## src/rtl/if_prefetch_if.sv

```systemverilog
// Fetch-stage bus bundle: instruction-memory request/response plus the
// decode-side valid/ready handshake and redirect inputs.
interface if_prefetch_if;
    logic        imem_req;
    logic [31:0] imem_addr;
    logic        imem_ready;
    logic        imem_rvalid;
    logic [31:0] imem_rdata;
    logic        br;
    logic [31:0] pc_branch;
    logic        except;
    logic        inst_valid;
    logic [31:0] inst_out;
    logic [31:0] pc_out;
    logic        id_ready;

    modport master (
        output imem_req, imem_addr, inst_valid, inst_out, pc_out,
        input  imem_ready, imem_rvalid, imem_rdata, br, pc_branch, except, id_ready
    );
    modport slave (
        input  imem_req, imem_addr, inst_valid, inst_out, pc_out,
        output imem_ready, imem_rvalid, imem_rdata, br, pc_branch, except, id_ready
    );
endinterface

```

## src/rtl/if_prefetch.sv

```systemverilog
// Pipelined instruction prefetch with in-order queue, redirect flush and stale-response drop.
// Optional IF_PREFETCH_PERF_EN adds redirect / decode-starvation counters.
module if_prefetch #(
    parameter int unsigned DEPTH      = 4,
    parameter logic [31:0] RESET_PC   = 32'h0000_0000,
    parameter logic [31:0] EXC_VECTOR = 32'h8000_0080
) (
    input  logic               clk,
    input  logic               rst,
    if_prefetch_if.master      bus
`ifdef IF_PREFETCH_PERF_EN
    ,
    output logic [31:0]        perf_redirects,
    output logic [31:0]        perf_starve
`endif
);
    localparam int unsigned PW = $clog2(DEPTH);
    localparam logic [PW+1:0] DEPTH_W = (PW+2)'(DEPTH);
    typedef logic [PW-1:0] ptr_t;
    typedef logic [PW:0]   cnt_t;

    logic [31:0] fpc_q, fpc_d;
    cnt_t        cnt_q, cnt_d, outst_q, outst_d, drop_q, drop_d;
    ptr_t        wr_q, wr_d, rd_q, rd_d, aw_q, aw_d, ar_q, ar_d;
    logic [31:0] data_q [DEPTH];
    logic [31:0] data_d [DEPTH];
    logic [31:0] pcm_q  [DEPTH];
    logic [31:0] pcm_d  [DEPTH];
    logic [31:0] pend_q [DEPTH];
    logic [31:0] pend_d [DEPTH];

    logic redirect, req, accept, valid, pop, resp, discard, push;
    logic [PW+1:0] occ;

    always_comb begin
        redirect = bus.except | bus.br;
        occ      = {1'b0, cnt_q} + {1'b0, outst_q};
        req      = !rst && !redirect && (occ < DEPTH_W);
        accept   = req && bus.imem_ready;
        valid    = (cnt_q != '0);
        pop      = valid && bus.id_ready;
        resp     = bus.imem_rvalid;
        discard  = resp && (drop_q != '0);
        push     = resp && !discard && !redirect;

        fpc_d   = fpc_q;
        cnt_d   = cnt_q;
        outst_d = cnt_t'(outst_q + cnt_t'(accept) - cnt_t'(resp));
        drop_d  = drop_q;
        wr_d    = wr_q;
        rd_d    = rd_q;
        aw_d    = aw_q;
        ar_d    = ar_q;
        data_d  = data_q;
        pcm_d   = pcm_q;
        pend_d  = pend_q;

        // Request addresses wait here until their response returns, dropped or not.
        if (accept) begin
            pend_d[aw_q] = fpc_q;
            aw_d         = ptr_t'(aw_q + 1'b1);
            fpc_d        = fpc_q + 32'd4;
        end
        if (resp)    ar_d   = ptr_t'(ar_q + 1'b1);
        if (discard) drop_d = cnt_t'(drop_q - 1'b1);
        if (pop)     rd_d   = ptr_t'(rd_q + 1'b1);
        if (push) begin
            data_d[wr_q] = bus.imem_rdata;
            pcm_d[wr_q]  = pend_q[ar_q];
            wr_d         = ptr_t'(wr_q + 1'b1);
        end
        cnt_d = cnt_t'(cnt_q + cnt_t'(push) - cnt_t'(pop));

        // Every response still in flight after this edge is stale; drops already
        // pending are a subset of outst, so they are not added again.
        if (redirect) begin
            fpc_d  = bus.except ? EXC_VECTOR : {bus.pc_branch[31:2], 2'b00};
            cnt_d  = '0;
            wr_d   = '0;
            rd_d   = '0;
            drop_d = cnt_t'(outst_q - cnt_t'(resp));
        end
    end

    always_ff @(posedge clk) begin
        if (rst) begin
            fpc_q   <= RESET_PC;
            cnt_q   <= '0;
            outst_q <= '0;
            drop_q  <= '0;
            wr_q    <= '0;
            rd_q    <= '0;
            aw_q    <= '0;
            ar_q    <= '0;
        end else begin
            fpc_q   <= fpc_d;
            cnt_q   <= cnt_d;
            outst_q <= outst_d;
            drop_q  <= drop_d;
            wr_q    <= wr_d;
            rd_q    <= rd_d;
            aw_q    <= aw_d;
            ar_q    <= ar_d;
        end
    end

    // Storage needs no reset: outputs are gated by occupancy.
    always_ff @(posedge clk) begin
        data_q <= data_d;
        pcm_q  <= pcm_d;
        pend_q <= pend_d;
    end

    assign bus.imem_req   = req;
    assign bus.imem_addr  = fpc_q;
    assign bus.inst_valid = valid;
    assign bus.inst_out   = valid ? data_q[rd_q] : 32'h0;
    assign bus.pc_out     = valid ? pcm_q[rd_q]  : 32'h0;

`ifdef IF_PREFETCH_PERF_EN
    logic [31:0] red_q, red_d, starve_q, starve_d;

    always_comb begin
        red_d    = red_q + {31'h0, redirect};
        starve_d = starve_q + {31'h0, (!valid && bus.id_ready)};
    end

    always_ff @(posedge clk) begin
        if (rst) begin
            red_q    <= '0;
            starve_q <= '0;
        end else begin
            red_q    <= red_d;
            starve_q <= starve_d;
        end
    end

    assign perf_redirects = red_q;
    assign perf_starve    = starve_q;
`endif
endmodule
```

## src/flat_wrapper.sv

```systemverilog
// flat-port wrapper written by rule: the top's interface ports become plain ports
module if_prefetch_flat 
#(
    parameter int unsigned DEPTH      = 4,
    parameter logic [31:0] RESET_PC   = 32'h0000_0000,
    parameter logic [31:0] EXC_VECTOR = 32'h8000_0080
)
  (clk, rst, bus_imem_req, bus_imem_addr, bus_inst_valid, bus_inst_out, bus_pc_out, bus_imem_ready, bus_imem_rvalid, bus_imem_rdata, bus_br, bus_pc_branch, bus_except, bus_id_ready);
  if_prefetch_if bus_i ();
  input  logic clk;
  input  logic rst;
  output wire logic [$bits(bus_i.imem_req)-1:0] bus_imem_req;
  output wire logic [$bits(bus_i.imem_addr)-1:0] bus_imem_addr;
  output wire logic [$bits(bus_i.inst_valid)-1:0] bus_inst_valid;
  output wire logic [$bits(bus_i.inst_out)-1:0] bus_inst_out;
  output wire logic [$bits(bus_i.pc_out)-1:0] bus_pc_out;
  input wire logic [$bits(bus_i.imem_ready)-1:0] bus_imem_ready;
  input wire logic [$bits(bus_i.imem_rvalid)-1:0] bus_imem_rvalid;
  input wire logic [$bits(bus_i.imem_rdata)-1:0] bus_imem_rdata;
  input wire logic [$bits(bus_i.br)-1:0] bus_br;
  input wire logic [$bits(bus_i.pc_branch)-1:0] bus_pc_branch;
  input wire logic [$bits(bus_i.except)-1:0] bus_except;
  input wire logic [$bits(bus_i.id_ready)-1:0] bus_id_ready;
  assign bus_imem_req = bus_i.imem_req;
  assign bus_imem_addr = bus_i.imem_addr;
  assign bus_inst_valid = bus_i.inst_valid;
  assign bus_inst_out = bus_i.inst_out;
  assign bus_pc_out = bus_i.pc_out;
  assign bus_i.imem_ready = bus_imem_ready;
  assign bus_i.imem_rvalid = bus_imem_rvalid;
  assign bus_i.imem_rdata = bus_imem_rdata;
  assign bus_i.br = bus_br;
  assign bus_i.pc_branch = bus_pc_branch;
  assign bus_i.except = bus_except;
  assign bus_i.id_ready = bus_id_ready;
  if_prefetch #(.DEPTH(DEPTH), .RESET_PC(RESET_PC), .EXC_VECTOR(EXC_VECTOR)) u_core (.clk(clk), .rst(rst), .bus(bus_i));
endmodule
```

## config.mk

```make
export PLATFORM = sky130hd
export DESIGN_NAME = if_prefetch_flat
export DESIGN_NICKNAME = d
export VERILOG_FILES = /design/src/rtl/if_prefetch_if.sv /design/src/rtl/if_prefetch.sv /design/src/flat_wrapper.sv
export SDC_FILE = /design/constraint.sdc
export NUM_CORES = 1
export LEC_CHECK = 0
export CAP_MARGIN = 40
export CORE_AREA = 2 2 208 210
export CTS_BUF_LIST = sky130_fd_sc_hd__clkbuf_4 sky130_fd_sc_hd__clkbuf_8 sky130_fd_sc_hd__clkbuf_16
export CTS_CLUSTER_SIZE = 40
export DETAILED_ROUTE_END_ITERATION = 7
export DIE_AREA = 0 0 210 212
export GPL_ROUTABILITY_DRIVEN = 0
export SLEW_MARGIN = 5
export SYNTH_ARGS = -nofsm -noshare
export SYNTH_HDL_FRONTEND = slang
export SYNTH_SLANG_ARGS = --single-unit
```

## constraint.sdc

```tcl
create_clock -name clk -period 7.6 [get_ports clk]
set_input_delay 1.9 -clock clk [delete_from_list [all_inputs] [get_ports clk]]
set_output_delay 1.9 -clock clk [all_outputs]
set_load 0.02 [all_outputs]
```

==> summary.md, run 1 <==
| Metric | Value |
|---|---|
| Outcome | `complete, no violations` |
| Type of origin of the critical path | `input port` |
| Minimum setup slack after placement | `1.97 ns` |
| Headroom to the max-slew limit | `43.7%` |
| Worst Path Required | `5.70 ns` |
| Maximum vdd drop | `0.138 mV` |
| Boundary Pins | `169` |
| Routed WL | `35900 um` |
| Share of final-layout standard cells stronger than drive strength 1 | `18.4%` |
| Width of the die | `210 um` |
| Yosys warning total | `0` |
| Total negative setup slack | `0 ns` |
| Core area | `0.0425 sq mm` |
| Hold Vio Cnt, Final | `0` |
| Worst clock skew | `0.0149 ns` |
| Kind of end point of the critical path | `output pin` |
| Overall routing resource usage | `16.4%` |
| Top post-synthesis cells by count | `sky130_fd_sc_hd__edfxtp_1 (368), sky130_fd_sc_hd__mux4_2 (92), sky130_fd_sc_hd__and2_1 (74), sky130_fd_sc_hd__dfxtp_1 (47), sky130_fd_sc_hd__nor2_1 (35)` |
| Die Span Y | `212 um` |
| List of cells traversed by the critical path | `clkdlybuf4s50_1 -> nor3_4 -> buf_4 -> and3_1 -> clkdlybuf4s50_1` |
| Placed cell count | `1623` |
| Level count of the clock H-tree | `2` |
| Clock latency reported for the late side of the worst-skew pair | `0.55 ns` |
| Buffers added on ports | `162` |
| Max Cap Viol | `0` |
| Class of the most critical hold timing path | `reg2reg` |
| Fraction of the core area covered by cells at the end of the flow | `48.2%` |
| Post-route worst hold slack | `0.497 ns` |
| PwrDens | `235 mW/mm^2` |
| Area after DPL | `0.0192 sq mm` |
| Inserted Clock Buffers | `44` |
| Delay of the slowest cell on the worst path | `0.61 ns` |
| Worst hold path cell count | `2` |
| Post-DR vias/cell | `5.30` |
| Remaining antenna violation count after routing | `0` |
| Reg2Reg Launch Point | `u_core.cnt_q[2]$_SDFF_PP0_` |
| Total power after layout | `4.81 mW` |
| Dpl hpwl | `21900 um` |
| Pin count of the biggest net entering global routing | `65` |
| Total inserted antenna cells | `0` |
| CTS tree | `built` |
| Cell type group with the largest total delay on the critical path | `buffers and inverters` |
| Maximum clock insertion buffer count | `3` |
| First-pass GRT wire length | `55100 um` |
| Initial antenna violation count | `1` |
| WL/cell | `21.1 um` |
| Avg Inst Size Synth | `17.9 sq um` |
| Cell with the biggest individual delay on the critical path | `sky130_fd_sc_hd__clkdlybuf4s50_1` |
| Aggregate global routing overflow | `0` |
| Biggest area contributors in the synthesized netlist | `sky130_fd_sc_hd__edfxtp_1 (66%), sky130_fd_sc_hd__mux4_2 (12%), sky130_fd_sc_hd__dfxtp_1 (5.6%)` |
| Hold Path Sink | `u_core.aw_q[1]$_SDFFE_PP0P_` |
| Register-to-Register Setup Slack | `4.78 ns` |
| Starting Density | `39.4%` |
| Sinks on Clock Net | `415` |
| Origin of the worst min-delay path | `u_core.aw_q[1]$_SDFFE_PP0P_` |
| Top-area cell type share of the netlist area | `65.9%` |
| Number of slew-limit violations in the final report | `0` |
| Launch point of the critical path | `bus_except` |
| Portion of the post-synthesis area used by sequential elements | `71.5%` |
| Worst endpoint data arrival time | `3.74 ns` |
| Worst Path Buf+Inv | `3` |
| Max Fclk | `0.177 GHz` |
| Net count reported at finish | `1215` |
| Ys async rst share | `0%` |
| Via count | `9008` |
| Clock root buffer | `sky130_fd_sc_hd__clkbuf_16` |
| Core Rows | `76` |
| Post-synth top area cell | `sky130_fd_sc_hd__edfxtp_1` |
| Post-Synthesis Cells | `938` |
| Length in cells of the worst reg-to-reg path | `5` |
| Maximum fanout along the worst path | `10` |
| Initial DRC Count | `713` |
| Number of global-route vias before repair | `9270` |
| Resized Gates After CTS | `0` |
| Number of synthesized register bits | `415` |
| # hold bufs at CTS | `0` |
| Most numerous cell in the Yosys netlist | `sky130_fd_sc_hd__edfxtp_1` |
| Time the final worst path needs with I/O delays and setup | `5.64 ns` |
| Number of different library cells in the post-synthesis netlist | `61` |
| Netlist area before placement | `0.0168 sq mm` |
| DRC Markers | `0` |
| Portion of the clock cycle consumed by the worst path in the final layout | `74.2%` |
| Post-CTS Setup Repair Bufs | `0` |
| Count of flip-flops with a built-in enable after synthesis | `368` |
| Unrepaired setup endpoints after global routing | `no` |
| Final Setup Violations | `0` |
| Non-Filler Instances | `1699` |
| Die area | `0.0445 sq mm` |
| Most frequent CP cell | `sky130_fd_sc_hd__clkdlybuf4s50_1` |
| Leakage power | `6.60 nW` |
| First-pass detailed-route iteration total | `7` |
| Setup slack after layout | `1.96 ns` |
| RR Endpoint | `u_core.pend_q[10]$_DFFE_PP_` |
| Final cell area excluding filler cells | `0.0205 sq mm` |
| Slew of the pin with the lowest slew margin | `0.844 ns` |
| Crit Path Class | `in2out` |
| Area growth syn-to-layout | `22.2%` |
| Dominant register cell in the synthesized netlist | `sky130_fd_sc_hd__edfxtp_1` |
| Clock-pin slew on the worst setup and hold paths | `0.06 ns` |
## tightest hold or removal path: stages, from the launching register on
cell and delay (ns):
sky130_fd_sc_hd__dfxtp_1 0.33, sky130_fd_sc_hd__nand2_1 0.06, sky130_fd_sc_hd__a21oi_1 0.05
## cell type report
class	count	area [sq um]
multi-input cells	448	4450
repair buffers	185	1930
clock inverters	16	77.6
inverters	29	109
flip-flops and latches	415	12000
fillers	3608	22000
clock buffers	60	1240
well taps	546	683
## cells in the final DEF (no fill, tap or decap), drive strengths merged, types with 3 or more instances in the layout
master / n
edfxtp: 368
clkdlybuf4s50: 162
mux4: 92
and2: 74
clkbuf: 60
dfxtp: 47
nor2: 35
nand2: 33
a21oi: 32
inv: 29
buf: 23
ha: 19
nor3: 18
nand3: 17
nand4: 15
clkinv: 14
xnor2: 12
o21ai: 12
a32o: 8
a211oi: 7
o31ai: 6
and3: 5
a31oi: 5
a2111oi: 5
and4: 4
conb: 4
a221oi: 4
nor4: 3
nor3b: 3
a21o: 3
mux2i: 3
## cell families (layout without fill, tap and decap cells)
logic type	after synthesis	after routing	share of synthesized area [%]
flops	415	415	71.5
mux	95	95	12.5
other cells	1	4	0.0224
compound gates	95	95	4.08
buf+inv	78	290	2.13
xor+xnor	14	14	0.731
simple gates	219	219	7.33
fa+ha+maj	21	21	1.66
## sequential cells by signal, indices dropped and copies added, names as in the netlist
register and flops:
u_core.drop_q 3, u_core.pcm_q 120, u_core.aw_q 2, u_core.cnt_q 3, u_core.wr_q 2, u_core.outst_q 3, u_core.rd_q 2, u_core.bus.imem_addr 30
u_core.ar_q 2, u_core.data_q 128, u_core.pend_q 120
## worst max path at each step
stage,endpoint,slack [ns],cells after the start
6_report,bus_imem_req,1.96,5
3_3_place_gp,bus_imem_req,1.96,5
3_5_place_dp,bus_imem_req,1.97,5
5_1_grt,bus_imem_req,1.86,5
4_1_cts,bus_imem_req,1.96,5
2_1_floorplan,u_core.data_q[0]$_DFFE_PP_,2.89,6
## power breakdown
part           total (mW)  switching (mW)  leakage (nW)  internal [mW]
logic               0.288           0.152          2.18          0.136
clock network        1.96           0.822         0.660           1.14
registers            2.56          0.0308          3.76           2.52
## per-layer routing
metal | global-route usage, % | routed length (um) | up-vias
li1 | - | - | 4088
met1 | 23.5 | 16900 | 4613
met2 | 25.9 | 16700 | 274
met3 | 3.56 | 1890 | 33
met4 | 3.74 | 447 | 0
met5 | 0 | 0 | -
Note: power is estimated with default switching activity, not from simulation.
==> inputs of run 2 (changes only) <==
clock period = 5.1 ns   (was 7.6 ns; I/O delays follow)
==> summary.md, run 2 (synthesis gave the netlist of run 1 again) <==
| Metric | Value |
|---|---|
| Maximum vdd drop | `0.244 mV` |
| Critical path endpoint | `bus_pc_out[8]` |
| Area growth syn-to-layout | `22.4%` |
| Remaining antenna violation count after routing | `0` |
| First-pass detailed-route iteration total | `5` |
| Type of origin of the critical path | `flop` |
| Net count reported at finish | `1223` |
| Aggregate global routing overflow | `0` |
| Share of final-layout standard cells stronger than drive strength 1 | `18.9%` |
| Total negative setup slack | `0 ns` |
| Initial DRC Count | `661` |
| Max Cap Viol | `0` |
| Worst hold path cell count | `2` |
| Kind of end point of the critical path | `output pin` |
| Maximum fanout along the worst path | `24` |
| Length in cells of the worst reg-to-reg path | `9` |
| WL/cell | `20.9 um` |
| Clock-pin slew on the worst setup and hold paths | `0.06 ns` |
| Maximum clock insertion buffer count | `3` |
| Post-DR vias/cell | `5.27` |
| First-pass GRT wire length | `54900 um` |
| Commonest non-fill, non-tap cell in the layout | `sky130_fd_sc_hd__edfxtp_1` |
| Time the final worst path needs with I/O delays and setup | `4.25 ns` |
| Setup slack after layout | `0.854 ns` |
| Headroom to the max-slew limit | `45.4%` |
| Inserted Clock Buffers | `45` |
| Via count | `9008` |
| Resized Gates After CTS | `0` |
| Sinks on Clock Net | `415` |
| Initial antenna violation count | `0` |
| Worst Path Required | `3.83 ns` |
| DRC Markers | `0` |
| Core area | `0.0425 sq mm` |
| Reg2Reg Launch Point | `u_core.cnt_q[1]$_SDFF_PP0_` |
| # hold bufs at CTS | `0` |
| Slew of the pin with the lowest slew margin | `0.816 ns` |
| Unrepaired setup endpoints after global routing | `no` |
| Cell with the biggest individual delay on the critical path | `sky130_fd_sc_hd__dfxtp_4` |
| Delay of the slowest cell on the worst path | `0.65 ns` |
| Die area | `0.0445 sq mm` |
| Flip-flop count of the largest register, all copies and words added | `128` |
| Final cell area excluding filler cells | `0.0205 sq mm` |
| Class of the most critical hold timing path | `reg2reg` |
| Top library cells by usage in the layout, fill and taps aside | `sky130_fd_sc_hd__edfxtp_1 (368), sky130_fd_sc_hd__clkdlybuf4s50_1 (162), sky130_fd_sc_hd__mux4_2 (92), sky130_fd_sc_hd__and2_1 (70), sky130_fd_sc_hd__clkbuf_16 (46)` |
| Dpl hpwl | `22500 um` |
| Cell type group with the largest total delay on the critical path | `buffers and inverters` |
| Post-CTS Setup Repair Bufs | `0` |
| Worst clock skew | `0.0248 ns` |
| Minimum setup slack after placement | `0.877 ns` |
| Die Span Y | `212 um` |
| Number of slew-limit violations in the final report | `0` |
| Max Fclk | `0.236 GHz` |
| Total inserted antenna cells | `0` |
| Width of the die | `210 um` |
| Post-route worst hold slack | `0.496 ns` |
| Overall routing resource usage | `16.4%` |
| Hold Vio Cnt, Final | `0` |
| Clock root buffer | `sky130_fd_sc_hd__clkbuf_16` |
| Crit Path Class | `reg2out` |
| Final Setup Violations | `0` |
| Fill cell count | `3596` |
| CTS tree | `built` |
| Largest registers | `u_core.data_q (128), u_core.pcm_q (120), u_core.pend_q (120)` |
| Outcome | `complete, no violations` |
| PwrDens | `359 mW/mm^2` |
| Routed WL | `35800 um` |
| RR Endpoint | `u_core.cnt_q[2]$_SDFF_PP0_` |
| Level count of the clock H-tree | `2` |
| Area after DPL | `0.0191 sq mm` |
| Core Rows | `76` |
| Pin count of the biggest net entering global routing | `42` |
| Portion of the clock cycle consumed by the worst path in the final layout | `83.2%` |
| Worst Path Buf+Inv | `2` |
| Worst endpoint data arrival time | `2.97 ns` |
| Critical Path Stages | `4` |
| Total power after layout | `7.37 mW` |
| Register-to-Register Setup Slack | `2.01 ns` |
| Clock latency reported for the late side of the worst-skew pair | `0.56 ns` |
| Leakage power | `6.66 nW` |
| Buffers added on ports | `162` |
| Number of global-route vias before repair | `9342` |
| Boundary Pins | `169` |
| Launch point of the critical path | `u_core.rd_q[0]$_SDFFE_PP0P_` |
| List of cells traversed by the critical path | `buf_4 -> mux4_2 -> and2_1 -> clkdlybuf4s50_1` |
| Starting Density | `39.4%` |
| Largest register by flop count | `u_core.data_q` |
==> run 2: cell types whose count changed in the layout (fill, tap and decap cells not counted) <==
cell                         previous run  this run
sky130_fd_sc_hd__and2_1                66        70
sky130_fd_sc_hd__bufinv_16              0         2
sky130_fd_sc_hd__buf_4                 16        29
sky130_fd_sc_hd__buf_16                 6         0
sky130_fd_sc_hd__clkbuf_16             45        46
sky130_fd_sc_hd__clkbuf_8               1         2
sky130_fd_sc_hd__clkinv_1               9         8
sky130_fd_sc_hd__clkinv_4               1         2
sky130_fd_sc_hd__clkinv_2               4         3
sky130_fd_sc_hd__clkinvlp_4             2         0
sky130_fd_sc_hd__and2_2                 4         0
sky130_fd_sc_hd__clkinv_8               0         1
sky130_fd_sc_hd__clkbuf_4              14        16
==> run 2: tightest hold or removal path, stage by stage (launching register included) <==
cell and delay (ns):
sky130_fd_sc_hd__dfxtp_1 0.33, sky130_fd_sc_hd__nand2_1 0.06, sky130_fd_sc_hd__a21oi_1 0.05
==> run 2: how the worst min path moves through the flow <==
stage / start / end / slack [ns]
after floorplan: u_core.aw_q[1]$_SDFFE_PP0P_ / u_core.aw_q[1]$_SDFFE_PP0P_ / 0.47
after CTS: u_core.aw_q[1]$_SDFFE_PP0P_ / u_core.aw_q[1]$_SDFFE_PP0P_ / 0.50
final: u_core.aw_q[1]$_SDFFE_PP0P_ / u_core.aw_q[1]$_SDFFE_PP0P_ / 0.50
after global routing: u_core.aw_q[1]$_SDFFE_PP0P_ / u_core.aw_q[1]$_SDFFE_PP0P_ / 0.54
after detailed placement: u_core.aw_q[1]$_SDFFE_PP0P_ / u_core.aw_q[1]$_SDFFE_PP0P_ / 0.49
after global placement: u_core.aw_q[1]$_SDFFE_PP0P_ / u_core.aw_q[1]$_SDFFE_PP0P_ / 0.49
==> run 2: per-layer routing <==
layer	wire length [um]	vias up	global-route usage, %
met4	617	0	4.26
met3	1950	48	3.80
met2	16800	246	26.1
met5	0	-	0
met1	16300	4604	22.8
li1	-	4110	-
==> run 2: power breakdown <==
| part | internal, mW | switching [mW] |
|---|---|---|
| Combinational | 0.199 | 0.226 |
| Sequential | 3.76 | 0.0504 |
| Clock | 1.87 | 1.26 |
==> run 2: per-stage QoR <==
step / std cells / util, %
3_3_place_gp: 1628 / 44.9
3_5_place_dp: 1630 / 44.9
6_report: 1710 / 48.3
2_1_floorplan: 941 / -
5_1_grt: 1710 / 48.3
4_1_cts: 1710 / 48.3
==> run 2: cell type report <==
type / count / area, sq um / share of cell area [%]
Sequential cell: 415 / 12000 / 58.4
Multi-Input combinational cell: 448 / 4440 / 21.6
Timing Repair Buffer: 192 / 1860 / 9.06
Clock buffer: 64 / 1300 / 6.33
Tap cell: 546 / 683 / 3.33
Clock inverter: 16 / 139 / 0.676
Inverter: 29 / 109 / 0.530
